## src/rtl/mem_port_arbiter.sv

```systemverilog
// mem_port_arbiter: shares one single-port unified memory between the
// instruction-fetch port (read-only) and the MEM-stage data port (lw/sw).
// Data requests win ties (older instruction); a pending fetch is guaranteed
// a grant after MAX_D_BURST consecutive data grants.
// Optional build macro: PERF_CNT_EN adds perf_if_wait / perf_d_wait stall
// cycle counters.
module mem_port_arbiter #(
    parameter int AW          = 32,
    parameter int DW          = 32,
    parameter int MAX_D_BURST = 4
) (
    input  logic          clk,
    input  logic          rst_n,
    // fetch port
    input  logic          if_req,
    input  logic [AW-1:0] if_addr,
    output logic          if_ack,
    output logic [DW-1:0] if_rdata,
    output logic          if_stall,
    // data port
    input  logic          d_req,
    input  logic          d_we,
    input  logic [AW-1:0] d_addr,
    input  logic [DW-1:0] d_wdata,
    output logic          d_ack,
    output logic [DW-1:0] d_rdata,
    output logic          d_stall,
    // memory side
    output logic          m_req,
    output logic          m_we,
    output logic [AW-1:0] m_addr,
    output logic [DW-1:0] m_wdata,
    input  logic          m_ack,
    input  logic [DW-1:0] m_rdata
`ifdef PERF_CNT_EN
    ,
    output logic [31:0]   perf_if_wait,
    output logic [31:0]   perf_d_wait
`endif
);

    localparam int SW = $clog2(MAX_D_BURST + 1);
    localparam logic [SW-1:0] STREAK_MAX = SW'(MAX_D_BURST);

    typedef enum logic [1:0] {
        IDLE   = 2'd0,
        GNT_IF = 2'd1,
        GNT_D  = 2'd2,
        DONE   = 2'd3
    } state_t;

    state_t        state;
    logic [SW-1:0] streak;
    logic          fetch_starved;
    logic          d_win;

    // A fetch that has waited through a full data burst blocks further data grants.
    assign fetch_starved = if_req && (streak == STREAK_MAX);
    assign d_win         = d_req && !fetch_starved;

    // Stalls are combinational so the pipeline registers release in the ack cycle.
    assign if_stall = if_req && !if_ack;
    assign d_stall  = d_req && !d_ack;

    // Arbitration FSM with registered memory-side and requester-side outputs.
    always_ff @(posedge clk or negedge rst_n) begin
        if (!rst_n) begin
            state    <= IDLE;
            streak   <= '0;
            m_req    <= 1'b0;
            m_we     <= 1'b0;
            m_addr   <= '0;
            m_wdata  <= '0;
            if_ack   <= 1'b0;
            d_ack    <= 1'b0;
            if_rdata <= '0;
            d_rdata  <= '0;
        end else begin
            // NOTE: non-blocking assignments so every register in this block
            // sees the pre-edge values of the others, independent of order.
            case (state)
                IDLE: begin
                    if (d_win) begin
                        m_req   <= 1'b1;
                        m_we    <= d_we;
                        m_addr  <= d_addr;
                        m_wdata <= d_wdata;
                        if (streak != STREAK_MAX) begin
                            streak <= streak + 1'b1;
                        end
                        state   <= GNT_D;
                    end else if (if_req) begin
                        m_req  <= 1'b1;
                        m_we   <= 1'b0;
                        m_addr <= if_addr;
                        streak <= '0;
                        state  <= GNT_IF;
                    end
                end
                GNT_IF: begin
                    if (m_ack) begin
                        m_req    <= 1'b0;
                        if_rdata <= m_rdata;
                        if_ack   <= 1'b1;
                        state    <= DONE;
                    end
                end
                GNT_D: begin
                    if (m_ack) begin
                        m_req <= 1'b0;
                        // stores leave the last load result untouched
                        if (!m_we) begin
                            d_rdata <= m_rdata;
                        end
                        d_ack <= 1'b1;
                        state <= DONE;
                    end
                end
                DONE: begin
                    // requests are deliberately not sampled here, so a requester
                    // dropping req in its ack cycle is never re-granted
                    if_ack <= 1'b0;
                    d_ack  <= 1'b0;
                    state  <= IDLE;
                end
                default: state <= IDLE;
            endcase
        end
    end

`ifdef PERF_CNT_EN
    // Free-running stall-cycle counters; wrap naturally at 2^32.
    always_ff @(posedge clk or negedge rst_n) begin
        if (!rst_n) begin
            perf_if_wait <= '0;
            perf_d_wait  <= '0;
        end else begin
            if (if_stall) perf_if_wait <= perf_if_wait + 32'd1;
            if (d_stall)  perf_d_wait  <= perf_d_wait + 32'd1;
        end
    end
`endif

endmodule
```

## config.mk

```make
export PLATFORM = sky130hd
export DESIGN_NAME = mem_port_arbiter
export DESIGN_NICKNAME = d
export VERILOG_FILES = /design/src/rtl/mem_port_arbiter.sv
export SDC_FILE = /design/constraint.sdc
export NUM_CORES = 1
export LEC_CHECK = 0
export CAP_MARGIN = 20
export CORE_ASPECT_RATIO = 0.5
export CORE_MARGIN = 2
export CORE_UTILIZATION = 38
export CTS_CLUSTER_SIZE = 30
export DETAILED_ROUTE_END_ITERATION = 10
export MAX_ROUTING_LAYER = met4
export PLACE_DENSITY = 0.79
export SYNTH_ARGS = -nofsm -noshare
export SYNTH_HDL_FRONTEND = slang
export SYNTH_SLANG_ARGS = --single-unit
```

## constraint.sdc

```tcl
create_clock -name clk -period 1.6 [get_ports clk]
set_input_delay 0.16 -clock clk [delete_from_list [all_inputs] [get_ports clk]]
set_output_delay 0.16 -clock clk [all_outputs]
set_load 0.03 [all_outputs]
```

=== Yosys cells after proc, flatten, opt, wreduce, memory -nomap -nowiden ===
Cells that the tools add are included.

* Register bits: 137
* Input port bits: 134
* Output and inout bits: 134
* Logic and storage cells: 62

* $add $sub $neg: 1
* Equal/unequal tests: 10
* Muxes and demuxes: 18
* Bitwise operators: 1
* Reduce and logical (&&, ||, !) cells: 22

{| class="wikitable"
|+ Operators by type and width
! operator !! count
|-
| 32-bit 2-to-1 mux || 2
|-
| 2-bit AND reduction || 6
|-
| 3-bit 2-to-1 mux || 3
|-
| 3-bit AND reduction || 3
|-
| 2-bit nonzero test || 4
|-
| 1-bit 2-to-1 mux || 6
|-
| 2-bit 2-to-1 mux || 3
|-
| 3-bit != test (second input constant) || 2
|-
| 1-bit one-hot mux with 2 select lines || 3
|-
| 2-bit one-hot mux with 3 select lines || 1
|-
| 2-bit == test (second input constant) || 2
|-
| 1-bit logical AND || 4
|-
| 2-bit by 1-bit != test with 1-bit output (second input constant) || 2
|-
| 2-bit != test (second input constant) || 2
|-
| 3-bit by 1-bit adder with 3-bit output (second input constant) || 1
|-
| 3-bit == test (second input constant) || 1
|-
| 1-bit logical NOT || 3
|-
| 2-bit by 1-bit == test with 1-bit output (second input constant) || 1
|-
| 2-bit logical NOT || 1
|-
| 2-bit OR reduction || 1
|-
| 1-bit inverter || 1
|}

=== Depth between registers and ports, before layout ===
* Depth in word-level cells: 6
* Mapped depth: 7
* Mapped depth without buffers: 5

=== Worst setup path after synthesis ===
OpenSTA, ideal clock, no wires.

* Path kind: register -> register
* Start point: register streak[0]
* End point: register m_wdata[10]
* Setup time: 0.125 ns
* Arrival: 1.499 ns
* Required time: 1.475 ns
* Setup slack: -0.024 ns
* Stages on the path, launching flop included: 8
* Period minus slack after synthesis: 1.624 ns
* Path through: dfrtp_1 inv_1 ha_1 nand3_4 nor2b_4 buf_6 buf_12 mux2_4

* Longest elaborated chain between the ends: 5

{| class="wikitable"
|+ Ends and longest elaborated chain
! element !! line !! RTL
|-
| from (decl) || 53 || <nowiki>logic [SW-1:0] streak;</nowiki>
|-
| from (signal assigned) || 89 || <nowiki>streak <= streak + 1'b1;</nowiki>
|-
| 3-bit == test || 58 || <nowiki>assign fetch_starved = if_req && (streak == STREAK_MAX);</nowiki>
|-
| 1-bit logical AND || 58 ||
|-
| 1-bit logical NOT || 59 || <nowiki>assign d_win = d_req && !fetch_starved;</nowiki>
|-
| 1-bit logical AND || 59 ||
|-
| 2-bit AND reduction (no line) || -- ||
|-
| to (signal assigned) || 87 || <nowiki>m_wdata <= d_wdata;</nowiki>
|-
| to (decl) || 32 || <nowiki>output logic [DW-1:0] m_wdata,</nowiki>
|}

No other way between the ends.
A chain may end at the register's enable or synchronous reset.

=== Final worst setup path ===
* Start point: register state[1]
* End point: register m_wdata[8]

* Longest elaborated chain between the ends: 2

{| class="wikitable"
|+ Ends and longest elaborated chain
! element !! line !! RTL
|-
| from (decl) || 52 || <nowiki>state_t state;</nowiki>
|-
| from (signal assigned) || 68 || <nowiki>state <= IDLE;</nowiki>
|-
| from (signal assigned) || 91 || <nowiki>state <= GNT_D;</nowiki>
|-
| from (signal assigned) || 97 || <nowiki>state <= GNT_IF;</nowiki>
|-
| 2-bit logical NOT || 81 || <nowiki>case (state)</nowiki>
|-
| 2-bit AND reduction (no line) || -- ||
|}

No other way between the ends.

==> results.cfg <==
[job]
maxCapViolCount = 0

[grt]
grt_use_met1_pct = 26.4
first_global_vias = 4924
antenna_found_initial = 0
globalRouteTotalUtil_pct = 21.3
gr-usage-met3_pct = 4.17
top_usage_layer = met2
grt_overflow = 0
grtUsageMet2_pct = 35.9
grt_pass1_wl_um = 27000
grt_max_degree = 47

[synthesis]
syn_nets = 589
ys_async_sr_fraction_pct = 100
syn_area_mm2 = 0.00589
ys_ff_latch = 137
yosysTopAreaCell = dfrtp_1
synth_most_common_cell = dfrtp_1
yosysSeqAreaShare_pct = 58.2
synth_warnings = 0
synth_edf_count = 0
synth.distinct_cells = 33
syn_avg_cell_area_um2 = 13.1
synthTopCellsByArea = dfrtp_1 58%, mux2_1 13%, mux2_4 7.6%
synth_common_cells = 137 x dfrtp_1, 69 x nand2_1, 67 x mux2_1
synthFlopType = dfrtp_1
yosys.area.top_type_share_pct = 58.2
syn_inst = 448

[placed_design]
gp_congestion = 0.824
dpl.hpwl_um = 12100
dpl_cell_area_mm2 = 0.00893
portBuffers = 267

[layout]
nFillCells = 1155
utilization_pct = 64.6
drive_above_1_share_pct = 19.5
n_antenna_cell = 0
finalInstanceArea_mm2 = 0.00989
fin_nets = 888
syn2layout_area_growth_pct = 67.9

[drt]
drtPass1Iterations = 4
viasPerCell = 5.06
wirelength_um = 18300
antenna_left = 0
wl_per_cell_um = 18.9
route.detailed.drc = 0
vias = 4874
drt_iter0_markers = 200

[power]
p_leak_nw = 4.69
p_int_mw = 12.6
powerDensity_mw_per_mm2 = 2200
p_sw_share_pct = 42.0
p_clk_share_pct = 18.3
comb_power_share_pct = 53.1
p_sw_mw = 9.14
seqPwrFrac_pct = 28.6
ir_drop_uv = 972

[floorplanning]
chipWidth_um = 180
fp.coreArea_mm2 = 0.0153
fp.dieH_um = 92.0
rows = 32
initial_core_util_pct = 38.5
io_pins = 268
die-area_mm2 = 0.0166

[timing]
tns_ps = -413
setup_viol = 19
relSlewSlack_pct = 68.5
period_needed_ps = 1640
min_period_over_period_pct = 103
max_freq_mhz = 608
rsz0062_at_grt = true
hold_viol = 0
postLayoutSetupSlackWorst_ps = -44.7
tightest_slew_ps = 472
clock_skew_ps = 11.2
slew_violations = 0

[critical_path]
path_max_fanout = 8
path_cells = inv_2 -> ha_4 -> nand2_2 -> nor2b_4 -> buf_12 -> clkbuf_16 -> mux2_4
cpMaxStageDelayCell = dfrtp_1
critPathTopFamily = buffers and inverters
rrSetupSlack_ps = -40
max_stage_delay_ps = 390
r2r-end = m_wdata[8]
reg2reg_depth = 7
critPathLaunch = state[1]
critPathBufInv = 3
worstPathArrival_ps = 1940
cp.required_ps = 1890
critPathCaptureType = flip-flop
critPathLaunchType = flip-flop
crit_type = reg2reg
r2r_start = state[1]
cp-endpoint = m_wdata[8]
path_depth = 7

[cts]
cts.sink_count = 137
cts_tree = yes
clk_pin_slew_ps = 60
clk_latency_ps = 410
ctsLongestPathBuffers = 2
clockRootBuffer = clkbuf_16
numCtsBuffers = 17
cts.htree.levels = 4

[worst_hold_path]
hold_class = in2async

[run_status]
violations = negative setup slack
outcome = complete, but fails checks
[timing repair]
action,in CTS,in global routing
hold endpoints to repair,43,0
resized for setup,118,61
hold buffers,1,0
setup endpoints to repair,168,154
cloned,2,7
setup buffers,1,7
pin swaps,0,6
[logic make-up (layout without fill, tap and decap cells)]
| kind of cell | Yosys count | after routing | synth area share (%) |
|---|---|---|---|
| flops | 137 | 137 | 58.2 |
| simple gates | 115 | 115 | 9.54 |
| mux | 100 | 100 | 21.0 |
| compound gates | 50 | 50 | 6.03 |
| buf+inv | 39 | 351 | 3.74 |
| fa+ha+maj | 7 | 7 | 1.49 |
[metrics by stage]
stage | hold WS (ps) | total power, mW | cells | worst slack (ps)
final | 250 | 21.8 | 964 | -44.7
after global placement | 136 | 17.6 | 915 | -23.9
after CTS | 267 | 21.0 | 951 | -23.8
after floorplan | -136 | 12.8 | 448 | 20.8
after global routing | 289 | 22.8 | 964 | -64.4
after detailed placement | 134 | 17.8 | 915 | -61.7
[layout make-up]
class / instances / area (um^2) / area share [%]
timing repair buffer: 314 / 3190 / 32.3
sequential: 137 / 3430 / 34.7
clock buffer: 20 / 457 / 4.62
multi-input combinational: 272 / 2390 / 24.2
inverter: 5 / 18.8 / 0.190
tap: 204 / 255 / 2.58
clock inverter: 12 / 141 / 1.43
[per-layer routing]
| metal | wire [um] | part of all wire (%) |
|---|---|---|
| met2 | 9570 | 52 |
| met5 | 0 | 0 |
| met1 | 7530 | 41 |
| met3 | 773 | 4.2 |
| met4 | 376 | 2.1 |
[state kept, by name, summed over array words and instances, names as in the netlist, 2 cells and up]
name,cells
streak,3
d_rdata,32
m_wdata,32
m_addr,32
if_rdata,32
state,2
[worst reg2reg max path: stages (launching register included)]
cell	delay, ps
dfrtp_1	390
inv_2	100
ha_4	170
nand2_2	80
nor2b_4	150
buf_12	150
clkbuf_16	180
mux2_4	310
[power by group through the flow]
| stage | Clock (mW) | Sequential [mW] | Combinational (mW) |
|---|---|---|---|
| finish | 3.99 | 6.21 | 11.6 |
| global route | 4.23 | 6.45 | 12.2 |
| CTS | 4.04 | 6.19 | 10.8 |
| detailed placement | 0 | 6.27 | 11.6 |
| global placement | 0 | 6.20 | 11.4 |
| floorplan | 0 | 9.54 | 3.28 |
[worst min-delay path by stage]
| stage | startpoint | to | slack [ps] | cells after the start |
|---|---|---|---|---|
| after floorplan | rst_n | d_ack | -140 | 0 |
| after global placement | rst_n | if_rdata[17] | 140 | 1 |
| after detailed placement | rst_n | if_rdata[17] | 130 | 1 |
| after CTS | rst_n | m_wdata[23] | 270 | 2 |
| after global routing | rst_n | m_wdata[23] | 290 | 2 |
| final | rst_n | m_wdata[23] | 250 | 2 |
[cell usage in the layout, fill, tap and decap left out, types with 2 or more instances in the layout]
cell,netlist,final
o22ai_1,3,3
clkbuf_8,0,2
clkdlybuf4s50_1,0,132
o211ai_1,32,32
dfrtp_1,137,137
dlygate4sd2_1,0,109
buf_12,3,7
nand4_1,32,32
ha_1,7,3
nor2b_1,5,5
ha_4,0,4
nor2_1,2,2
clkbuf_16,0,23
buf_8,0,2
mux2_1,67,44
mux2_4,30,53
bufinv_16,0,2
a31oi_1,2,2
clkinv_4,0,4
a22o_1,2,2
nand2_1,69,68
o21ai_1,3,3
clkinv_2,0,2
inv_2,0,4
inv_6,0,2
dlymetal6s2s_1,0,23
mux2i_1,2,2
a21oi_1,4,4
buf_4,0,25
buf_6,1,7
Note: power is estimated with default switching activity, not from simulation.
